===== src/rtl/lagarto0_pkg.sv =====
// Shared core constants and types used by the fetch sequencer.
package lagarto0_pkg;

  localparam int ADDR_SIZE        = 32;
  localparam int ICACHE_LINE_SIZE = 128;
  localparam logic [ADDR_SIZE-1:0] RESET_ADDRESS = 32'h0000_0000;
  localparam int LINE_BYTES       = ICACHE_LINE_SIZE / 8;

  typedef enum logic [1:0] {
    RUN       = 2'd0,
    MISS_REQ  = 2'd1,
    MISS_WAIT = 2'd2,
    REFILL    = 2'd3
  } fetch_state_e;

  // Clear the byte-offset bits so the address points at the start of its icache line.
  function automatic logic [ADDR_SIZE-1:0] line_align(input logic [ADDR_SIZE-1:0] addr);
    return addr & ~ADDR_SIZE'(LINE_BYTES - 1);
  endfunction

endpackage


===== src/rtl/fetch_perf_cnt.sv =====
// Three saturating 32-bit event counters for the fetch sequencer.
module fetch_perf_cnt (
  input  logic        clk_i,
  input  logic        rst_i,
  input  logic        hit_i,
  input  logic        miss_i,
  input  logic        stall_i,
  output logic [31:0] perf_hit_o,
  output logic [31:0] perf_miss_o,
  output logic [31:0] perf_stall_o
);

  logic [31:0] hit_q, miss_q, stall_q;

  // Each counter sticks at all-ones instead of wrapping.
  always_ff @(posedge clk_i) begin
    if (rst_i) begin
      hit_q   <= '0;
      miss_q  <= '0;
      stall_q <= '0;
    end else begin
      if (hit_i && (hit_q != '1))     hit_q   <= hit_q + 32'd1;
      if (miss_i && (miss_q != '1))   miss_q  <= miss_q + 32'd1;
      if (stall_i && (stall_q != '1)) stall_q <= stall_q + 32'd1;
    end
  end

  assign perf_hit_o   = hit_q;
  assign perf_miss_o  = miss_q;
  assign perf_stall_o = stall_q;

endmodule


===== src/rtl/fetch_ctrl.sv =====
// Instruction-fetch sequencer: owns the fetch PC, pushes icache hit lines into the iqueue
// and runs a single-line refill from memory on a miss, then replays the lookup.
// Optional performance counters are built when LAGARTO_FETCH_PERF_EN is defined.
//
// Handshakes: mem_req_o is a level held every MISS_REQ cycle; the request counts as taken
// on any cycle where mem_req_o and mem_gnt_i are both 1. Exactly one mem_rvalid_i pulse
// follows each taken request. iq_wr_o is a push, only ever raised while iq_full_i is 0.
module fetch_ctrl
  import lagarto0_pkg::*;
#(
  parameter int                ADDR_W = ADDR_SIZE,
  parameter int                LINE_W = ICACHE_LINE_SIZE,
  parameter logic [ADDR_W-1:0] RST_PC = ADDR_W'(RESET_ADDRESS)
) (
  input  logic              clk_i,
  input  logic              rst_i,
  input  logic              redirect_valid_i,
  input  logic [ADDR_W-1:0] redirect_pc_i,
  input  logic              iq_full_i,
  output logic              iq_wr_o,
  output logic [ADDR_W-1:0] ic_pc_o,
  input  logic              ic_hit_i,
  output logic              ic_we_o,
  output logic [ADDR_W-1:0] ic_waddr_o,
  output logic [LINE_W-1:0] ic_wline_o,
  output logic              mem_req_o,
  output logic [ADDR_W-1:0] mem_addr_o,
  input  logic              mem_gnt_i,
  input  logic              mem_rvalid_i,
  input  logic [LINE_W-1:0] mem_rdata_i,
`ifdef LAGARTO_FETCH_PERF_EN
  output logic [31:0]       perf_hit_o,
  output logic [31:0]       perf_miss_o,
  output logic [31:0]       perf_stall_o,
`endif
  output logic              busy_o
);

  localparam logic [ADDR_W-1:0] LINE_MASK = ~ADDR_W'(LINE_W / 8 - 1);
  localparam logic [ADDR_W-1:0] LINE_INC  = ADDR_W'(LINE_W / 8);

  fetch_state_e      state_q;
  logic [ADDR_W-1:0] pc_q;
  logic              quiet_q;     // first cycle after reset: no push, no miss
  logic              pend_q;      // redirect captured while a refill was outstanding
  logic [ADDR_W-1:0] pend_pc_q;
  logic [ADDR_W-1:0] waddr_q;
  logic [LINE_W-1:0] wline_q;

  logic [ADDR_W-1:0] pc_seq;
  logic              run_go;      // RUN cycle allowed to look up (no redirect, no stall)
  logic              push;
  logic              miss;

  assign pc_seq = (pc_q & LINE_MASK) + LINE_INC;
  assign run_go = (state_q == RUN) && !quiet_q && !redirect_valid_i && !iq_full_i;
  assign push   = run_go && ic_hit_i;
  assign miss   = run_go && !ic_hit_i;

  // Fetch FSM, PC and refill latches.
  always_ff @(posedge clk_i) begin
    if (rst_i) begin
      state_q   <= RUN;
      pc_q      <= RST_PC;
      quiet_q   <= 1'b1;
      pend_q    <= 1'b0;
      pend_pc_q <= '0;
      waddr_q   <= '0;
      wline_q   <= '0;
    end else begin
      quiet_q <= 1'b0;
      case (state_q)
        RUN: begin
          if (redirect_valid_i)  pc_q    <= redirect_pc_i;
          else if (push)         pc_q    <= pc_seq;
          else if (miss)         state_q <= MISS_REQ;
        end
        MISS_REQ: begin
          // A redirect abandons the miss even if memory grants in the same cycle.
          if (redirect_valid_i) begin
            pc_q    <= redirect_pc_i;
            state_q <= RUN;
          end else if (mem_gnt_i) begin
            state_q <= MISS_WAIT;
          end
        end
        MISS_WAIT: begin
          if (redirect_valid_i) begin
            pend_q    <= 1'b1;
            pend_pc_q <= redirect_pc_i;
          end
          if (mem_rvalid_i) begin
            wline_q <= mem_rdata_i;
            waddr_q <= pc_q & LINE_MASK;
            state_q <= REFILL;
          end
        end
        REFILL: begin
          if (redirect_valid_i) pc_q <= redirect_pc_i;
          else if (pend_q)      pc_q <= pend_pc_q;
          pend_q  <= 1'b0;
          state_q <= RUN;
        end
        default: state_q <= RUN;
      endcase
    end
  end

  assign ic_pc_o    = pc_q;
  assign iq_wr_o    = !rst_i && push;
  assign ic_we_o    = !rst_i && (state_q == REFILL);
  assign ic_waddr_o = waddr_q;
  assign ic_wline_o = wline_q;
  assign mem_req_o  = !rst_i && (state_q == MISS_REQ);
  assign mem_addr_o = pc_q & LINE_MASK;
  assign busy_o     = !rst_i && (state_q != RUN);

`ifdef LAGARTO_FETCH_PERF_EN
  fetch_perf_cnt u_perf (
    .clk_i        (clk_i),
    .rst_i        (rst_i),
    .hit_i        (push),
    .miss_i       (miss),
    .stall_i      ((state_q != RUN) || iq_full_i),
    .perf_hit_o   (perf_hit_o),
    .perf_miss_o  (perf_miss_o),
    .perf_stall_o (perf_stall_o)
  );
`endif

endmodule


===== config.mk =====
export PLATFORM = sky130hd
export DESIGN_NAME = fetch_ctrl
export DESIGN_NICKNAME = d
export VERILOG_FILES = /design/src/rtl/lagarto0_pkg.sv /design/src/rtl/fetch_perf_cnt.sv /design/src/rtl/fetch_ctrl.sv
export SDC_FILE = /design/constraint.sdc
export NUM_CORES = 1
export LEC_CHECK = 0
export ABC_CLOCK_PERIOD_IN_PS = 3650
export CAP_MARGIN = 20
export CORE_AREA = 2 2 155 157
export DETAILED_ROUTE_END_ITERATION = 8
export DIE_AREA = 0 0 157 159
export PLACE_DENSITY = 0.74
export SYNTH_ARGS = -nofsm -noshare
export SYNTH_HDL_FRONTEND = slang
export SYNTH_SLANG_ARGS = --single-unit

===== constraint.sdc =====
create_clock -name clk_i -period 3.65 [get_ports clk_i]
set_clock_uncertainty 0.2 [all_clocks]
set_input_delay 0.9125 -clock clk_i [delete_from_list [all_inputs] [get_ports clk_i]]
set_output_delay 0.9125 -clock clk_i [all_outputs]
set_load 0.01 [all_outputs]

Yosys cells after proc, flatten, opt, wreduce, memory -nomap -nowiden. Cells that the tools add are included.

Register bits: 224.

$add $sub $neg: 1. Equal/unequal tests: 12. Muxes and demuxes: 16. Reduce and logical (&&, ||, !) cells: 23.

Operator list (count): two-way mux 32 bit (5); one-hot mux 32 bit (3 select lines) (1); adder 32 x 5 -> 32 bit (second input constant) (1); two-way mux 2 bit (6); inequality test 2 bit (second input constant) (6); logical AND 1 bit (9); inequality test 3 bit (second input constant) (3); one-hot mux 2 bit (4 select lines) (1); AND reduction 2 bit (3); zero test 1 bit (5); AND reduction 5 bit (1); equality test 2 bit (second input constant) (2); AND reduction 4 bit (1); nonzero test 2 bit (2); nonzero test 3 bit (1); equality test 2 x 1 -> 1 bit (second input constant) (1); zero test 2 bit (1); two-way mux 1 bit (2); one-hot mux 1 bit (2 select lines) (1).

Depth between registers and ports, before layout. Gate-level depths: netlist (run 1).

Word-level depth: 9. Mapped depth: 8. Mapped depth without buffers: 7.

Worst setup path after synthesis (run 1). No wires, ideal clock.

Kind: input port to output port. Start point: input rst_i. End point: output iq_wr_o. Data arrival time: 1.882 ns. Data required time: 2.538 ns. Setup slack: 0.655 ns. Cell stages on the path: 4. Buffers on the path: 1. Path through: clkbuf_1 -> or3_1 -> or3_1 -> inv_1.

Word-level cells in the longest chain between the ends: 2.

RTL lines: start, declared (line fetch_ctrl.sv:16) `input logic rst_i,`; zero test 1 bit (line fetch_ctrl.sv:110) `assign iq_wr_o = !rst_i && push;`; logical AND 1 bit (line fetch_ctrl.sv:110); end, declared (line fetch_ctrl.sv:20) `output logic iq_wr_o,`.

No other way between the ends.

Final worst setup path (run 1).
Start point: input ic_hit_i. End point: output iq_wr_o.

Word-level cells in the longest chain between the ends: 2.

RTL lines: start, declared (line fetch_ctrl.sv:22) `input logic ic_hit_i,`; logical AND 1 bit (line fetch_ctrl.sv:57) `assign push = run_go && ic_hit_i;`; logical AND 1 bit (line fetch_ctrl.sv:110).

No other way between the ends.

==> results of run 1 <==
cell type report:
cell class | instances | share of cell area, %
Multi-Input combinational cell | 850 | 28.74
Sequential cell | 224 | 32.22
Clock buffer | 36 | 5.232
Clock inverter | 9 | 1.124
Timing Repair Buffer | 412 | 29.43
Antenna cell | 2 | 0.03596
Inverter | 13 | 0.3506
Tap cell | 319 | 2.868
cells in the final DEF (no fill, tap or decap), types with 4 or more instances in the layout:
master	count
a31oi_1	5
conb_1	8
nor3_1	10
clkbuf_1	6
a22o_1	5
a22oi_1	9
o22ai_1	13
nor2_1	40
bufinv_16	4
nand2_1	415
inv_1	13
nand3_1	18
dfxtp_1	224
clkdlybuf4s50_1	384
clkbuf_8	4
a211oi_1	8
nor2b_1	6
clkinv_2	4
o21ai_0	31
clkbuf_16	26
a221oi_1	7
a21oi_1	218
buf_4	23
routing by layer:
layer / vias up / GRT usage [%]
met5: - / 0
met4: 0 / 9.508
met2: 414 / 40.29
met1: 4269 / 30.09
met3: 66 / 4.654
li1: 4625 / -
per-stage QoR:
step                      utilization [%]  cell area, um^2  hold WS [ns]
after global placement              56.18            13030        0.2407
final                               60.01            13920        0.2511
after global routing                60.01            13920        0.2673
after detailed placement            56.18            13030        0.2456
after floorplan                         -             9156        0.2364
after CTS                           59.99            13910        0.2536
critical path: stages:
cell and delay (ns):
clkdlybuf4s50_1 0.47, or3b_4 0.39, or3_1 0.38, inv_1 0.06, dlygate4sd2_1 0.26
worst min path at each step:
| stage | start | endpoint |
|---|---|---|
| CTS | ic_waddr_o[19]$_SDFFE_PP0P_ | ic_waddr_o[19]$_SDFFE_PP0P_ |
| floorplan | pend_pc_q[0]$_SDFFE_PP0P_ | pend_pc_q[0]$_SDFFE_PP0P_ |
| global route | ic_wline_o[126]$_SDFFE_PP0P_ | ic_wline_o[126]$_SDFFE_PP0P_ |
| detailed placement | ic_wline_o[126]$_SDFFE_PP0P_ | ic_wline_o[126]$_SDFFE_PP0P_ |
| global placement | ic_wline_o[53]$_SDFFE_PP0P_ | ic_wline_o[53]$_SDFFE_PP0P_ |
| finish | ic_waddr_o[18]$_SDFFE_PP0P_ | ic_waddr_o[18]$_SDFFE_PP0P_ |
power breakdown:
part           internal (uW)  total (uW)  leakage, uW  switching, uW
sequential              2480        2550      0.00181           67.6
clock                   1670        2670     0.000435            999
combinational            318         549      0.00244            231
sequential cells by signal, indices dropped and copies added, names as in the netlist, named ones only:
name,count
ic_wline_o,128
ic_pc_o,32
pend_pc_q,32
ic_waddr_o,28
pend_q,1
quiet_q,1
state_q,1
cell families (layout without fill, tap and decap cells):
logic type / Yosys count / after routing
simple gates: 517 / 517
compound gates: 321 / 321
other cells: 1 / 10
buf+inv: 138 / 470
fa+ha+maj: 1 / 1
xor+xnor: 3 / 3
flops: 224 / 224
==> flow_metrics.env, run 1 <==
export IMPL_clockBufferDepth=3
export IMPL_htreeDepth=1
export IMPL_fmax_ghz=0.2786
export IMPL_crit_path_end_kind="primary output"
export IMPL_r2r_setup_slack_ns=1.19
export IMPL_synth_edff_count=0
export IMPL_arrival_ns=2.48
export IMPL_synth_top_cell_by_area="dfxtp_1"
export IMPL_cts_buffers=26
export IMPL_fin_ws_ns=0.06000
export IMPL_nets=1695
export IMPL_antenna_left=0
export IMPL_rsz0062_at_grt="false"
export IMPL_yosys_most_used_dff="dfxtp_1"
export IMPL_r2r_start="ic_pc_o[9]$_SDFFE_PP0P_"
export IMPL_ff2ff_path_depth=6
export IMPL_reg2reg_to="ic_pc_o[31]$_SDFFE_PP0P_"
export IMPL_topRoutingLayerUsed="met4"
export IMPL_dp_hpwl_mm=22.05
export IMPL_syn_area_per_cell_um2=7.577
export IMPL_leakagePower_uw=0.004687
export IMPL_cts_sinks=224
export IMPL_worst_pin_slew_ns=1.114
export IMPL_synthAdderAreaFrac_pct=0.1370
export IMPL_hold_viol=0
export IMPL_wl_per_cell_um=16.97
export IMPL_finalNonFillerCells=1865
export IMPL_dp_cells=1818
export IMPL_ios=395
export IMPL_grt_total_usage_pct=23.96
export IMPL_synth_top_area_share_pct=49.12
export IMPL_tns_ns=0
export IMPL_synthCells=1205
export IMPL_synth_xor_area_share_pct=0.2878
export IMPL_synth_top_family_by_area="simple AND/OR/NAND/NOR gates"
export IMPL_floorplan_initialDensity_pct=39.37
export IMPL_hold_class="reg2reg"
export IMPL_yosysWarnings=0
export IMPL_synthesis_area_mm2=0.009130
export IMPL_synth_seq_area_share_pct=49.12
export IMPL_yosys_top_cells_count="416 x nand2_1, 224 x dfxtp_1, 218 x a21oi_1"
export IMPL_firstDrtPassIters=5
export IMPL_pre_cts_ws_ns=-0.2103
export IMPL_post_cts_resized=1
export IMPL_holdPathStages=2
export IMPL_total_power_uw=5763
export IMPL_drv_slew=0
export IMPL_status="finished, final reports clean"
export IMPL_multi_input_area_mm2=0.004000
export IMPL_drc_errors=0
export IMPL_yosys_cell_types_count=59
export IMPL_wl_mm=31.65
export IMPL_maxCapViolCount=0
export IMPL_grt_max_degree=157
export IMPL_seq_area_mm2=0.004484
export IMPL_path_max_fanout=2
export IMPL_gp_congestion=0.8900
export IMPL_holdBufCountCts=0
export IMPL_fill_cells=2089
export IMPL_path_clk_slew_ns=0.06
export IMPL_dr_wl_met3_mm=2.380
export IMPL_ctsRootBufferMaster="clkbuf_16"
export IMPL_die_height_um=159
export IMPL_synthMuxAreaShare_pct=0
export IMPL_cp_data_required_time_ns=2.54
export IMPL_setup_viol=0
export IMPL_layout_drive_gt1_share_pct=5.181
export IMPL_yosys_area_share_simple_pct=23.00
export IMPL_crit_end="iq_wr_o"
export IMPL_syn_to_final_growth_pct=52.45
export IMPL_grt_overflow=0
export IMPL_post_cts_setup_buffers=0
export IMPL_wl_met2_mm=15.31
export IMPL_synthTopCellsByArea="dfxtp_1 49%, nand2_1 17%, a21oi_1 12%"
export IMPL_fin_crit_ns=3.590
export IMPL_timing_worst_setup_path_type="in2out"
export IMPL_fin_crit_sh_pct=98.36
export IMPL_cts_tree="yes"
export IMPL_grt_pass1_vias=8688
export IMPL_grt_pass1_wl_mm=47.96
export IMPL_power_density_mw_per_mm2=414.1
export IMPL_die_area_mm2=0.02496
export IMPL_drt_met1_wl_mm=12.88
export IMPL_synth_compound_area_share_pct=19.95
export IMPL_max_slew_margin_pct=25.72
export IMPL_async_flop_share_pct=0
export IMPL_rows=56
export IMPL_cp_start_kind="input port"
export IMPL_ir_drop_uv=220.7
export IMPL_antenna_found_initial=2
export IMPL_portBuffers=386
export IMPL_drt_iter0_markers=998
export IMPL_die_w_um=157
export IMPL_clk_insertion_delay_late_ns=0.53
export IMPL_yosysMostFrequentCell="nand2_1"
export IMPL_via_count=9374
export IMPL_post_drt_via_cell_ratio=5.026
export IMPL_ys_seq_elements=224
export IMPL_timing_critical_path_from="ic_hit_i"
export IMPL_core_mm2=0.02319
Power figures use the tool's default switching activity.
==> inputs of run 2 (changes only) <==
--- a/config.mk
+++ b/config.mk
@@ -7,10 +7,11 @@
 export LEC_CHECK = 0
 export ABC_CLOCK_PERIOD_IN_PS = 3650
 export CAP_MARGIN = 20
-export CORE_AREA = 2 2 155 157
+export CORE_AREA = 2 2 153 155
 export DETAILED_ROUTE_END_ITERATION = 8
-export DIE_AREA = 0 0 157 159
-export PLACE_DENSITY = 0.74
+export DIE_AREA = 0 0 155 157
+export MAX_ROUTING_LAYER = met4
+export PLACE_DENSITY = 0.76
 export SYNTH_ARGS = -nofsm -noshare
 export SYNTH_HDL_FRONTEND = slang
 export SYNTH_SLANG_ARGS = --single-unit
==> flow_metrics.env, run 2 (synthesized netlist as in run 1, its figures left out) <==
export IMPL_layout_commonest_cell="nand2_1"
export IMPL_dp_hpwl_mm=22.19
export IMPL_power_density_mw_per_mm2=392.5
export IMPL_layout_drive_gt1_share_pct=4.932
export IMPL_die_area_mm2=0.02434
export IMPL_crit_path_top_delay_cell="clkdlybuf4s50_1"
export IMPL_cp_data_required_time_ns=2.54
export IMPL_rows=55
export IMPL_stdcell_area_mm2=0.01375
export IMPL_hold_class="reg2reg"
export IMPL_gp_congestion=0.9115
export IMPL_max_slew_margin_pct=32.95
export IMPL_nets=1694
export IMPL_holdPathStages=2
export IMPL_timing_worst_setup_path_type="in2out"
export IMPL_hp_start="ic_wline_o[85]$_SDFFE_PP0P_"
export IMPL_min_delay_worst_endpoint="ic_wline_o[85]$_SDFFE_PP0P_"
export IMPL_rsz0062_at_grt="false"
export IMPL_fmax_ghz=0.2844
export IMPL_hold_viol=0
export IMPL_grt_overflow=0
export IMPL_dr_wl_met3_mm=2.249
export IMPL_reg2reg_to="ic_wline_o[73]$_SDFFE_PP0P_"
export IMPL_die_height_um=157
export IMPL_r2r_setup_slack_ns=1.04
export IMPL_path_cells="clkdlybuf4s50_1 > or3b_4 > or3_4 > inv_1 > clkbuf_2"
export IMPL_grt_total_usage_pct=24.65
export IMPL_setup_viol=0
export IMPL_ir_drop_uv=278.3
export IMPL_status="finished, final reports clean"
export IMPL_antenna_found_initial=1
export IMPL_maxCapViolCount=0
export IMPL_cts_buffers=25
export IMPL_fin_crit_sh_pct=96.35
export IMPL_most_common_layout_cells="415 x nand2_1, 384 x clkdlybuf4s50_1, 224 x dfxtp_1, 218 x a21oi_1, 40 x nor2_1"
export IMPL_drv_slew=0
export IMPL_grt_max_degree=97
export IMPL_clk_insertion_delay_late_ns=0.51
export IMPL_htreeDepth=1
export IMPL_cts_sinks=224
export IMPL_post_cts_resized=3
export IMPL_leakagePower_uw=0.004617
export IMPL_slowest_delay_ns=0.48
export IMPL_fin_ws_ns=0.1334
export IMPL_core_mm2=0.02250
export IMPL_fin_crit_ns=3.517
export IMPL_drt_iter0_markers=981
export IMPL_worst_pin_slew_ns=1.006
export IMPL_holdBufCountCts=0
export IMPL_wl_mm=31.34
export IMPL_antenna_left=0
export IMPL_path_clk_slew_ns=0.05
export IMPL_post_cts_setup_buffers=0
export IMPL_wl_per_cell_um=17.14
export IMPL_wl_met2_mm=15.53
export IMPL_ff2ff_path_depth=6
export IMPL_syn_to_final_growth_pct=50.56
export IMPL_place_area_mm2=0.01300
export IMPL_largest_reg_flops=128
export IMPL_arrival_ns=2.40
export IMPL_drc_errors=0
export IMPL_topRoutingLayerUsed="met4"
export IMPL_portBuffers=386
export IMPL_total_power_uw=5395
export IMPL_ctsRootBufferMaster="clkbuf_16"
export IMPL_tns_ns=0
export IMPL_fill_cells=1949
export IMPL_ios=395
export IMPL_seq_area_mm2=0.004484
export IMPL_drt_met1_wl_mm=12.76
export IMPL_firstDrtPassIters=6
export IMPL_cts_tree="yes"
export IMPL_crit_path_end_kind="primary output"
export IMPL_r2r_start="state_q[0]$_SDFFE_PP0P_"
export IMPL_timing_hold_ws_ns=0.2512
export IMPL_path_max_fanout=2
export IMPL_multi_input_area_mm2=0.004005
export IMPL_cp_num_buf_inv=3
export IMPL_cp_start_kind="input port"
export IMPL_clockBufferDepth=3
export IMPL_post_drt_via_cell_ratio=5.114
export IMPL_grt_pass1_wl_mm=46.77
export IMPL_floorplan_initialDensity_pct=40.57
export IMPL_die_w_um=155
export IMPL_crit_family="simple AND/OR/NAND/NOR gates"
export IMPL_pre_cts_ws_ns=-0.3483
export IMPL_grt_pass1_vias=8392
export IMPL_via_count=9348
-- run 2: changes by cell type in the layout (fill, tap and decap cells not counted), sizes merged --
cell         delta
bufinv          -4
clkbuf          +3
clkinv          -3
clkinvlp        +1
dlygate4sd2     -1
inv             +1
-- run 2: cell type report --
type	count	area share, %
inverters	13	0.3550
clock buffers	38	5.198
repair buffers	412	29.87
well taps	285	2.594
flip-flops and latches	224	32.62
clock inverters	4	0.1912
multi-input cells	850	29.14
diodes	2	0.03641
-- run 2: per-stage QoR --
step | util (%) | cells
finish | 61.08 | 1828
global route | 61.07 | 1827
CTS | 61.08 | 1826
detailed placement | 57.77 | 1784
global placement | 57.77 | 1784
floorplan | - | 1212
-- run 2: worst max path at each step --
| stage | slack, ns | cells after the start | endpoint | start |
|---|---|---|---|---|
| global placement | -0.32 | 5 | iq_wr_o | ic_hit_i |
| CTS | 0.006 | 5 | iq_wr_o | ic_hit_i |
| floorplan | 0.66 | 4 | iq_wr_o | rst_i |
| detailed placement | -0.35 | 5 | iq_wr_o | ic_hit_i |
| finish | 0.13 | 5 | iq_wr_o | ic_hit_i |
| global route | 0.11 | 5 | iq_wr_o | ic_hit_i |
-- run 2: per-layer routing --
layer  vias to the layer above  GRT usage [%]
met5                         -              -
met1                      4266          30.58
met3                        59          4.653
met2                       401          40.89
met4                         0          7.628
li1                       4622              -
-- run 2: worst min-delay path: cells and delay by family, from the launching register on --
kind	cells	cell delay (ns)
AOI/OAI and AO/OA	1	0.05
DFF	1	0.30
and+or+nand+nor	1	0.05
-- run 2: power breakdown --
| part | internal, uW | switching (uW) | total, uW |
|---|---|---|---|
| combinational | 319 | 229 | 548 |
| clock | 1340 | 961 | 2300 |
| sequential | 2480 | 67.4 | 2550 |
| total | 4140 | 1260 | 5400 |
